File: src/rtl/dual_core_mem_arbiter.sv
// Two-core RAM port arbiter: round-robin between cores, data before instruction
// within a core, single outstanding RAM transaction, and LL/SC reservation tracking.
module dual_core_mem_arbiter #(
    parameter int WORD_W = 32
) (
    input  logic                   CLK,
    input  logic                   RST,
    input  logic [1:0]             iREN,
    input  logic [1:0][WORD_W-1:0] iaddr,
    output logic [1:0]             iwait,
    output logic [1:0][WORD_W-1:0] iload,
    input  logic [1:0]             dREN,
    input  logic [1:0]             dWEN,
    input  logic [1:0]             datomic,
    input  logic [1:0][WORD_W-1:0] daddr,
    input  logic [1:0][WORD_W-1:0] dstore,
    output logic [1:0]             dwait,
    output logic [1:0][WORD_W-1:0] dload,
    output logic                   ramREN,
    output logic                   ramWEN,
    output logic [WORD_W-1:0]      ramaddr,
    output logic [WORD_W-1:0]      ramstore,
    input  logic [WORD_W-1:0]      ramload,
    input  logic [1:0]             ramstate,
    output logic [1:0]             link_valid
);

    localparam logic [1:0] ACCESS = 2'd2;
    localparam logic [1:0] ERROR  = 2'd3;

    typedef enum logic [1:0] {IDLE, SERVE, SCFAIL} state_t;

    state_t                   state;
    logic                     last_core;
    logic                     g_core;
    logic                     g_data;
    logic                     g_atomic;
    logic [1:0][WORD_W-3:0]   linkaddr;

    logic sel_valid, sel_core, sel_data, sel_first;
    logic sc_sel, sc_ok, ram_end, done, scf;

    // Candidate pick: the core not granted last goes first, D beats I inside a core.
    always_comb begin
        sel_first = ~last_core;
        sel_valid = 1'b0;
        sel_core  = sel_first;
        sel_data  = 1'b0;
        if (dREN[sel_first] | dWEN[sel_first] | iREN[sel_first]) begin
            sel_valid = 1'b1;
            sel_core  = sel_first;
            sel_data  = dREN[sel_first] | dWEN[sel_first];
        end else if (dREN[~sel_first] | dWEN[~sel_first] | iREN[~sel_first]) begin
            sel_valid = 1'b1;
            sel_core  = ~sel_first;
            sel_data  = dREN[~sel_first] | dWEN[~sel_first];
        end
        sc_sel = sel_data & dWEN[sel_core] & datomic[sel_core];
        sc_ok  = link_valid[sel_core] &&
                 (linkaddr[sel_core] == daddr[sel_core][WORD_W-1:2]);
    end

    assign ram_end = (ramstate == ACCESS) || (ramstate == ERROR);
    // Reset suppresses any completion of an abandoned transaction.
    assign done    = !RST && (state == SERVE) && ram_end;
    assign scf     = !RST && (state == SCFAIL);

    always_ff @(posedge CLK) begin
        if (RST) begin
            state      <= IDLE;
            last_core  <= 1'b1;
            g_core     <= 1'b0;
            g_data     <= 1'b0;
            g_atomic   <= 1'b0;
            ramREN     <= 1'b0;
            ramWEN     <= 1'b0;
            ramaddr    <= '0;
            ramstore   <= '0;
            link_valid <= 2'b00;
            linkaddr   <= '0;
        end else begin
            case (state)
                IDLE: begin
                    if (sel_valid) begin
                        g_core   <= sel_core;
                        g_data   <= sel_data;
                        g_atomic <= sel_data & datomic[sel_core];
                        if (sc_sel && !sc_ok) begin
                            state <= SCFAIL;
                        end else begin
                            state    <= SERVE;
                            ramREN   <= sel_data ? dREN[sel_core] : 1'b1;
                            ramWEN   <= sel_data & dWEN[sel_core];
                            ramaddr  <= sel_data ? daddr[sel_core] : iaddr[sel_core];
                            ramstore <= sel_data ? dstore[sel_core] : '0;
                        end
                    end
                end
                SERVE: begin
                    if (ram_end) begin
                        state     <= IDLE;
                        last_core <= g_core;
                        ramREN    <= 1'b0;
                        ramWEN    <= 1'b0;
                        ramaddr   <= '0;
                        ramstore  <= '0;
                        if (ramREN && g_atomic) begin
                            link_valid[g_core] <= 1'b1;
                            linkaddr[g_core]   <= ramaddr[WORD_W-1:2];
                        end
                        // Any write to a reserved word kills that reservation, writer included.
                        if (ramWEN) begin
                            for (int c = 0; c < 2; c++)
                                if (linkaddr[c] == ramaddr[WORD_W-1:2])
                                    link_valid[c] <= 1'b0;
                        end
                    end
                end
                SCFAIL: begin
                    link_valid[g_core] <= 1'b0;
                    state              <= IDLE;
                end
                default: state <= IDLE;
            endcase
        end
    end

    always_comb begin
        for (int c = 0; c < 2; c++) begin
            logic i_cmp, d_cmp;
            i_cmp    = done && (g_core == 1'(c)) && !g_data;
            d_cmp    = (done || scf) && (g_core == 1'(c)) && g_data;
            iwait[c] = iREN[c] & ~i_cmp;
            iload[c] = i_cmp ? ramload : '0;
            dwait[c] = (dREN[c] | dWEN[c]) & ~d_cmp;
            dload[c] = '0;
            if (d_cmp && done)
                dload[c] = ramWEN ? (g_atomic ? WORD_W'(1) : '0) : ramload;
        end
    end

endmodule

File: config.mk
export PLATFORM = sky130hd
export DESIGN_NAME = dual_core_mem_arbiter
export DESIGN_NICKNAME = d
export VERILOG_FILES = /design/src/rtl/dual_core_mem_arbiter.sv
export SDC_FILE = /design/constraint.sdc
export NUM_CORES = 1
export LEC_CHECK = 0
export ABC_AREA = 1
export ABC_CLOCK_PERIOD_IN_PS = 3400
export CAP_MARGIN = 25
export CORE_MARGIN = 4
export CORE_UTILIZATION = 30
export CTS_CLUSTER_SIZE = 25
export DETAILED_ROUTE_END_ITERATION = 8
export DONT_BUFFER_PORTS = 1
export GPL_TIMING_DRIVEN = 0
export PLACE_DENSITY = 0.49
export SYNTH_ARGS = -nofsm -noshare
export SYNTH_HDL_FRONTEND = slang
export SYNTH_SLANG_ARGS = --single-unit
File: constraint.sdc
create_clock -name CLK -period 3.4 [get_ports CLK]
set_input_delay 0.17 -clock CLK [delete_from_list [all_inputs] [get_ports CLK]]
set_output_delay 0.17 -clock CLK [all_outputs]
set_load 0.01 [all_outputs]
==> results of run 1 <==
[through the flow]
step           total power, mW  instances  cell area (um2)    util
6_report                 9.450       2274            11940  0.3634
5_1_grt                  9.961       2273            11940  0.3633
4_1_cts                  8.926       2258            11350  0.3452
3_5_place_dp             6.891       2223            10640  0.3238
3_3_place_gp             6.887       2223            10640  0.3238
2_1_floorplan            5.187       1781            10090       -
[state kept, by name, indices dropped and copies added, names as in the netlist]
register and flops:
ramREN 1, last_core 1, g_core 1, ramWEN 1, g_data 1, link_valid 2, ramstore 32, g_atomic 1
linkaddr 60, ramaddr 32, state 2
[cell usage in the layout (no fill, tap or decap), drive strengths merged, types with 3 or more instances in the layout]
cell type,synthesis,final
nand4,5,5
dfxtp,134,134
xnor2,12,12
xor2,4,4
o21bai,19,19
o21ai,163,163
o22ai,48,48
dlygate4sd3,0,3
clkbuf,82,110
a221o,3,3
o2111ai,4,4
diode,0,3
nand3b,38,38
buf,40,45
a221oi,6,6
nand3,82,83
bufinv,0,3
a21oi,116,116
clkinvlp,0,3
nor4,7,7
nand2,497,498
nor3,64,64
nor2,236,236
inv,212,214
[cell families (layout without fill, tap and decap cells)]
group                     Yosys count  after routing  synth area share
AOI/OAI and AO/OA                 367            367            0.2002
xor gates and xnor gates           16             16           0.01389
buffers and inverters             334            380            0.1339
DFF                               134            134            0.2659
other                               0              3                 0
and+or+nand+nor                   930            932            0.3862
[per-layer routing]
layer	vias up	wire (um)
li1	5808	-
met1	5984	24200
met5	-	94
met2	766	27390
met4	16	1512
met3	114	7245
[report_power, final]
group | leakage [nW] | internal [mW] | switching (mW)
Combinational | 4.07 | 1.59 | 3.06
Sequential | 1.10 | 1.92 | 0.854
Clock | 0.293 | 1.22 | 0.805
[how the worst max path moves through the flow]
stage	endpoint	depth (start not counted)
detailed placement	ramstore[11]	24
finish	dload[52]	9
global route	dload[41]	9
CTS	ramstore[16]	23
floorplan	ramaddr[0]	24
global placement	ramstore[11]	24
[worst max-delay path, stage by stage, from the launching register on]
cell and delay (ns):
dfxtp_1 0.32, inv_1 0.05, nor2_1 0.24, inv_1 0.15, nor2_2 0.32, inv_1 0.24, a21oi_1 0.26, nand3_1 0.33
clkbuf_1 0.40, nor3_1 0.47
[area by class of cell]
| class | count | area [um2] |
|---|---|---|
| antenna | 3 | 7.507 |
| clock inverter | 10 | 143.9 |
| fill | 3740 | 20920 |
| multi-input combinational | 1315 | 6291 |
| clock buffer | 22 | 474.2 |
| inverter | 212 | 800.8 |
| buffer | 121 | 770.7 |
| tap | 442 | 553.0 |
| sequential | 134 | 2684 |
| timing repair buffer | 15 | 217.7 |
[what timing repair did]
| item | CTS | global route |
|---|---|---|
| endpoints found under the hold margin | 4 | 0 |
| endpoints found under the setup margin | 68 | 168 |
| pin swaps | 0 | 24 |
| gates cloned | 0 | 8 |
| buffers inserted | 0 | 6 |
| hold buffers | 3 | 0 |
| gates resized for setup | 16 | 150 |
==> results by group, run 1 <==
Die
  – Core Area: roughly 33000 um2
  – DIE AREA: 36630 um2
  – IO Count: ~440
  – Std-Cell Rows: between 60 and 70
  – DIE WIDTH: between 150 and 200 um
  – Initial Util: 0.3070
  – Die height: between 150 and 200 um

Power
  – Static leakage: roughly 5.5 nW
  – Power per Cell Area: around 800 nW/um2
  – Maximum vdd drop: 344.5 uV

Synthesis
  – Syn Std Cell Area: around 10000 um2
  – Synth warn: 0
  – Top cells by area in the synthesized netlist: dfxtp_1 (27%), nand2_1 (18%), nor2_1 (8.7%), inv_1 (7.8%), o21ai_0 (7.7%)
  – Post-synthesis instance total: between 1.5k and 2k
  – FFs w/ async S/R, synth: 0
  – Most used flip-flop cell after synthesis: dfxtp_1
  – Count leader, synth: nand2_1
  – Leading area contributor after synthesis: dfxtp_1
  – Post-synth top cells: nand2_1 (491), nor2_1 (235), inv_1 (210)
  – Syn nets: 2017
  – Flops & latches, synth: ~130
  – Sequential element share of the synthesized area: 0.2659
  – Synth top area share: 0.2659
  – EDFF count, synth: 0
  – Avg Cell Area, Syn: between 5 and 6 um2
  – Synth unique cells: 36

STA
  – Worst slew pin tran: 0.9249 ns
  – Final hold slack: 0.01984 ns
  – Final setup violation count: 0
  – Final period util: 0.9965
  – Max-slew headroom: 0.3786
  – RSZ-0062 raised after global routing: true
  – Post-layout worst setup margin: 0.01178 ns
  – Slew Viols, Final: 0
  – Fin Setup TNS: 0 ns
  – Endpoints failing hold: 0
  – Fmax: 295.1 MHz
  – Final worst path period need: 3.388 ns
  – Clock skew: roughly 0.011 ns

Setup path
  – CP startpoint: state[0]
  – CP required: 3.23 ns
  – Startpoint types: flop
  – R2R depth: 23
  – Crit path kind: reg2out
  – Critical path arrival: between 3 and 4 ns
  – Worst Setup End Kind: output port
  – R2R Path End: ramaddr[29]
  – Worst R2R Start: last_core
  – Crit-path max FO: 10
  – Worst reg-to-reg setup slack: ~0.11 ns

Global routing
  – Met3 GRT Util: 0.1161
  – Routing usage on met2: 0.4782
  – First-pass GRT wire length: ~81000 um
  – Total Routing Usage GR: 0.3042
  – Met1 usage: 0.3955
  – Initial antenna violation count: 10
  – Number of global-route vias before repair: around 11k
  – GR peak layer: met2
  – Largest net degree at the start of global routing: 17
  – Grt ovf: 0

Clock network
  – H-tree depth: 4
  – TritonCTS clock tree: done
  – Inserted Clock Buffers: 17
  – Clk buf depth: 2
  – Clock sink count: between 100 and 150
  – CTS Root Cell: clkbuf_16
  – Skew-Pair Late Insertion Delay: between 0.4 and 0.5 ns
  – Clk slew on worst S/H paths: approximately 0.070 ns

Hold path
  – Worst Hold Launch: dstore[7]
  – Hold Path Cell Cnt: 4
  – Worst Hold Class: in2reg
  – Hold EP: ramstore[7]

Placed design
  – Pre-CTS setup slack: -0.5052 ns
  – # port buffers: 0
  – Post-detail-place hpwl: roughly 47000 um
  – RD Place Congestion: about 0.99

Routing
  – Avg WL per Cell: roughly 27 um
  – DRT Wirelength: slightly above 60000 um
  – Detail Route Antenna Nets: 0
  – DRC viols: 0
  – Via density: about 5.6
  – Pre-antenna DRT Iters: 6
  – 1st-iter DRT viols: approximately 1.4k
  – Vias: 12.69k

Cells and area
  – Nets: roughly 2.1k
  – Layout area overhead: 18.37%
  – Layout cells sized above 1: 0.07654

Outcome
  – Run status: finished, final reports clean

Job
  – Max Cap Violations: 0
(Power assumes the default switching activity.)
==> inputs of run 2 (changes only) <==
Settings changed: ABC_CLOCK_PERIOD_IN_PS 3400 to 4000.
Clock period 3.4 ns to 4 ns, I/O delays scaled along.
==> run 2 against run 1 <==
Sequential share of layout area up 1.3 points. Design area shrank 5.4%. Count of clock-buffer cells in the layout unchanged. Non-clock buffer count decreased by 12. Final cell count decreased by 0.62%. Global-route usage hardly changed. Utilization is 2.0 points lower. Via count is 1.4% lower. Critical path type is now reg2reg. Critical endpoint is now ramstore[11]. Largest cell class unchanged.
==> results by group, run 2 (synthesis results as in run 1) <==
Outcome
  – Run status: finished, final reports clean

Setup path
  – CP Cell Sequence: buf_6 > inv_2 > nand2_1 > nand2_1 > nand2_1 > nand2_1 > nand3_2 > nand2_2 > buf_4 > buf_6 > nand2_1 > nand2_1 > inv_1 > nor2_1 > nand2_1 > nor2_1 > nand2_1 > nor2_2 > nand2_1 > nand3_2 > buf_2 > nand3_1 > nand2_1 > nor2_1
  – Worst path max stage delay: 0.31 ns
  – Crit-path max FO: 10
  – CP max stage cell: dfxtp_1
  – CP required: 4.32 ns
  – Crit path kind: reg2reg
  – Startpoint types: flop
  – Most used cell, CP: nand2_1
  – Critical path arrival: approximately 4.2 ns
  – Worst Setup End Kind: flop

Cells and area
  – Reg area: roughly 2700 um2
  – Commonest non-fill, non-tap cells in the layout: nand2_1 (491), nor2_1 (234), inv_1 (210)
  – Layout cells sized above 1: 0.04408
  – Top flop regs: linkaddr x60, ramaddr x32, ramstore x32
  – Top reg by flops: linkaddr
  – Commonest non-fill, non-tap cell in the layout: nand2_1
  – Nets: between 2k and 2.5k
  – Fillers: about 3.8k
  – Max FFs per register: 60
  – Multi-input gate area: 6058 um2
  – Layout area overhead: 11.95%

STA
  – Final period util: 0.9647
  – Final hold slack: 0.04540 ns
  – RSZ-0062 raised after global routing: false
  – Fin Setup TNS: 0 ns
  – Worst slew pin tran: about 0.92 ns
  – Final worst path period need: ~3.9 ns
  – Max-slew headroom: 0.3852
  – Post-layout worst setup margin: roughly 0.14 ns
  – Final setup violation count: 0
  – Slew Viols, Final: 0
  – Fmax: 259.2 MHz
  – Endpoints failing hold: 0
  – Clock skew: approximately 0.013 ns

Power
  – Switch Pwr: a little under 4 mW
  – Power per Cell Area: roughly 680 nW/um2
  – Comb pwr share: 0.468
  – Clock share of power: 0.224
  – Sw frac: 0.5054
  – Static leakage: 5.211 nW
  – Maximum vdd drop: 278.5 uV
  – Int Pwr: between 3 and 4 mW
  – Sequential power share: 0.308

Routing
  – Pre-antenna DRT Iters: 6
  – Avg WL per Cell: around 26 um
  – 1st-iter DRT viols: approximately 1.4k
  – Via density: approximately 5.5
  – DRT Wirelength: between 50000 and 60000 um
  – Detail Route Antenna Nets: 0
  – Vias: about 13k
  – DRC viols: 0

Die
  – IO Count: 436
  – DIE AREA: 36630 um2
  – Initial Util: 0.3070
  – Std-Cell Rows: between 60 and 70
  – Die height: roughly 190 um
  – Core Area: 32870 um2
  – DIE WIDTH: ~190 um

Clock network
  – Clk slew on worst S/H paths: 0.07 ns
  – Inserted Clock Buffers: 17
  – CTS Root Cell: clkbuf_16
  – TritonCTS clock tree: done
  – Clk buf depth: 2
  – Clock sink count: roughly 130
  – Post-CTS Setup Inserts: 0
  – Skew-Pair Late Insertion Delay: 0.43 ns
  – H-tree depth: 4

Global routing
  – Grt ovf: 0
  – Largest net degree at the start of global routing: 17
  – Initial antenna violation count: 10
  – Total Routing Usage GR: 0.3040
  – Number of global-route vias before repair: roughly 11k
  – First-pass GRT wire length: approximately 80000 um

Placed design
  – RD Place Congestion: 0.9863
  – # port buffers: 0
  – Post-detail-place hpwl: between 40000 and 50000 um
  – Pre-CTS setup slack: ~0.095 ns

Hold path
  – Worst Hold Class: in2reg

Job
  – Max Cap Violations: 0
-- run 2: cell count changes in the layout (fill, tap and decap cells not counted), moves of 7 or more --
| cell | change |
|---|---|
| buf_8 | -8 |
| nand2_1 | +23 |
| nand2_2 | -14 |
| nand2_4 | -7 |
| nor2_1 | +8 |
| clkbuf_1 | +9 |
| buf_2 | +18 |
-- run 2: final timing paths --
kind                                   start           end  slack (ns)  cells after the start
worst max-delay path               last_core  ramstore[11]        0.14                     24
worst min-delay path              dstore[17]  ramstore[17]        0.05                      4
worst max register to register     last_core  ramstore[11]        0.14                     24
worst min register to register  linkaddr[30]  linkaddr[30]        0.50                      2
-- run 2: power by group through the flow --
stage	combinational, mW	clock, mW	sequential (mW)
5_1_grt	3.94	1.77	2.39
2_1_floorplan	2.37	0	2.04
3_5_place_dp	3.50	0	2.36
3_3_place_gp	3.49	0	2.36
6_report	3.58	1.71	2.35
4_1_cts	3.51	1.72	2.34
-- run 2: metal layers --
metal / vias up / wire length [um] / global-route usage
met2: 734 / 26460 / 0.4741
met4: 16 / 1577 / 0.08122
li1: 5767 / - / -
met1: 5883 / 23600 / 0.3925
met5: - / 87 / 0
met3: 112 / 7390 / 0.1192
-- run 2: final cells by class --
type | count | area share
diodes | 3 | 0.0006646
plain buffers | 122 | 0.04962
clock buffers | 22 | 0.04198
clock inverters | 10 | 0.01274
inverters | 212 | 0.07045
multi-input cells | 1313 | 0.5363
flip-flops and latches | 134 | 0.2375
well taps | 442 | 0.04896
repair buffers | 2 | 0.001772
-- run 2: per-stage QoR --
| step | util | power, mW | instance area (um2) | std cells |
|---|---|---|---|---|
| finish | 0.3437 | 7.641 | 11300 | 2260 |
| detailed placement | 0.3238 | 5.857 | 10640 | 2223 |
| CTS | 0.3432 | 7.562 | 11280 | 2257 |
| global placement | 0.3238 | 5.854 | 10640 | 2223 |
| floorplan | - | 4.409 | 10090 | 1781 |
| global route | 0.3436 | 8.101 | 11290 | 2259 |
-- run 2: what timing repair did --
action                                  in CTS  in global routing
gates resized for setup                      0                  4
hold buffers                                 2                  0
endpoints found under the hold margin        3                  0
endpoints found under the setup margin       0                 65
-- run 2: worst max-delay path: cells and delay by family, from the launching register on --
kind,cells,cell delay [ns]
buffers and inverters,6,1.09
flip-flops,1,0.31
AND/OR/NAND/NOR,18,2.32
==> inputs of run 3 (changes only) <==
Settings changed: CORE_ASPECT_RATIO from default to 1.1.
==> run 3 against run 2 <==
Register-to-register slack better by 0.02 ns. Clock skew up 0.0017 ns. Routed wire length down 0.15%. Worst hold slack worse by 0.013 ns. Combinational power about the same. Via count down 0.97%. Total power down 1.2%. Clock power down 4%. Final cell count down 0.49%. Critical path type is now reg2out. Largest cell class unchanged.
==> results by group, run 3 (synthesis results as in run 1) <==
Outcome
  – Run status: finished, final reports clean

Routing
  – DRT Wirelength: slightly below 60000 um
  – Avg WL per Cell: roughly 26 um
  – Pre-antenna DRT Iters: 8
  – Detail Route Antenna Nets: 0
  – Via density: roughly 5.5
  – 1st-iter DRT viols: approximately 1.1k
  – Vias: 12.39k
  – DRC viols: 0

Cells and area
  – Layout area overhead: 11.50%
  – Top flop regs: linkaddr x60, ramaddr x32, ramstore x32
  – Multi-input gate area: 6063 um2
  – Layout cells sized above 1: 0.04463
  – Commonest non-fill, non-tap cells in the layout: nand2_1 (491), nor2_1 (235), inv_1 (210)
  – Max FFs per register: 60
  – Cell area after layout: about 11000 um2
  – Commonest non-fill, non-tap cell in the layout: nand2_1
  – Top reg by flops: linkaddr
  – Fillers: 3794
  – Nets: around 2.0k
  – Reg area: roughly 2700 um2

Global routing
  – Total Routing Usage GR: 0.3069
  – Largest net degree at the start of global routing: 17
  – Initial antenna violation count: 10
  – Grt ovf: 0
  – First-pass GRT wire length: ~83000 um
  – Number of global-route vias before repair: ~12k

Clock network
  – Inserted Clock Buffers: 17
  – Clk buf depth: 2
  – TritonCTS clock tree: done
  – H-tree depth: 4
  – Skew-Pair Late Insertion Delay: approximately 0.44 ns
  – Clock sink count: ~130
  – Clk slew on worst S/H paths: 0.07 ns
  – CTS Root Cell: clkbuf_16

Die
  – Initial Util: 0.3040
  – DIE AREA: 36630 um2
  – DIE WIDTH: roughly 180 um
  – Die height: ~200 um
  – IO Count: 436
  – Core Area: approximately 33000 um2
  – Std-Cell Rows: 70

STA
  – Max-slew headroom: 0.3180
  – Fin Setup TNS: 0 ns
  – Final period util: 0.9876
  – Final worst path period need: between 3 and 4 ns
  – Final setup violation count: 0
  – Slew Viols, Final: 0
  – Clock skew: between 0.01 and 0.015 ns
  – Endpoints failing hold: 0
  – RSZ-0062 raised after global routing: false
  – Fmax: about 250 MHz
  – Worst slew pin tran: a little over 1 ns

Placed design
  – Area after DPL: approximately 11000 um2
  – Post-detail-place hpwl: about 48000 um
  – RD Place Congestion: between 1 and 1.5
  – # port buffers: 0

Setup path
  – CP startpoint: state[0]
  – Startpoint types: flop
  – R2R Path End: ramaddr[17]
  – Worst Setup End Kind: output port
  – Critical path arrival: ~3.8 ns
  – Critical Path End: dload[62]
  – CP required: ~3.8 ns
  – Worst R2R Start: last_core
  – Crit-path max FO: 10
  – R2R depth: 24
  – Worst reg-to-reg setup slack: 0.16 ns
  – Crit path kind: reg2out

Job
  – Max Cap Violations: 0

Hold path
  – Hold Path Cell Cnt: 4
  – Worst Hold Class: in2reg
  – Worst Hold Launch: dstore[23]

Power
  – Power per Cell Area: 671.0 nW/um2
  – Maximum vdd drop: around 330 uV
  – Static leakage: 5.200 nW
## run 3: cell type report
cell class / count / area share
Timing Repair Buffer: 2 / 0.001780
Inverter: 212 / 0.07074
Tap cell: 432 / 0.04805
Antenna cell: 2 / 0.0004449
Clock buffer: 17 / 0.03782
Buffer: 122 / 0.04961
Sequential cell: 134 / 0.2385
Clock inverter: 15 / 0.01413
Multi-Input combinational cell: 1313 / 0.5390
## run 3: where the power goes
part           switching, mW  leakage [nW]  internal (mW)  total (mW)
logic                   2.46          3.82           1.11        3.57
registers              0.709          1.10           1.63        2.34
clock network          0.754         0.283          0.884        1.64
## run 3: per-stage QoR
step	instances	hold slack (ns)	setup slack, ns	total power [mW]	util
floorplan	1781	0.2724	1.486	4.409	-
global placement	2213	0.2771	0.1656	5.850	0.3202
detailed placement	2213	0.2820	0.1725	5.865	0.3202
CTS	2247	0.03085	0.1474	7.489	0.3384
global route	2248	0.05895	0.04482	8.009	0.3388
finish	2249	0.03216	0.04952	7.549	0.3389
## run 3: timing repair
action / in CTS / in global routing
resized for setup: 0 / 2
buffers inserted: 0 / 0
endpoints found under the hold margin: 3 / 0
hold buffers: 2 / 0
endpoints found under the setup margin: 0 / 14
## run 3: how the worst min path moves through the flow
stage	to	slack (ns)
CTS	ramstore[23]	0.03
detailed placement	state[1]	0.28
global placement	state[1]	0.28
floorplan	state[1]	0.27
global route	last_core	0.06
finish	ramstore[23]	0.03
## run 3: metal layers
metal | wire length [um] | part of all wire | GRT usage
met3 | 5628 | 0.095 | 0.09299
met4 | 1423 | 0.024 | 0.07877
met1 | 24210 | 0.41 | 0.3941
met2 | 27690 | 0.47 | 0.5032
met5 | 78 | 0.0013 | 0
## run 3: critical path, cell delays in order, from the launching register on
cell	delay, ns
dfxtp_1	0.33
inv_1	0.05
nor2_1	0.20
inv_1	0.13
nor2_1	0.46
inv_1	0.29
a21oi_1	0.36
nand3_1	0.38
clkbuf_1	0.40
nor3_1	0.70
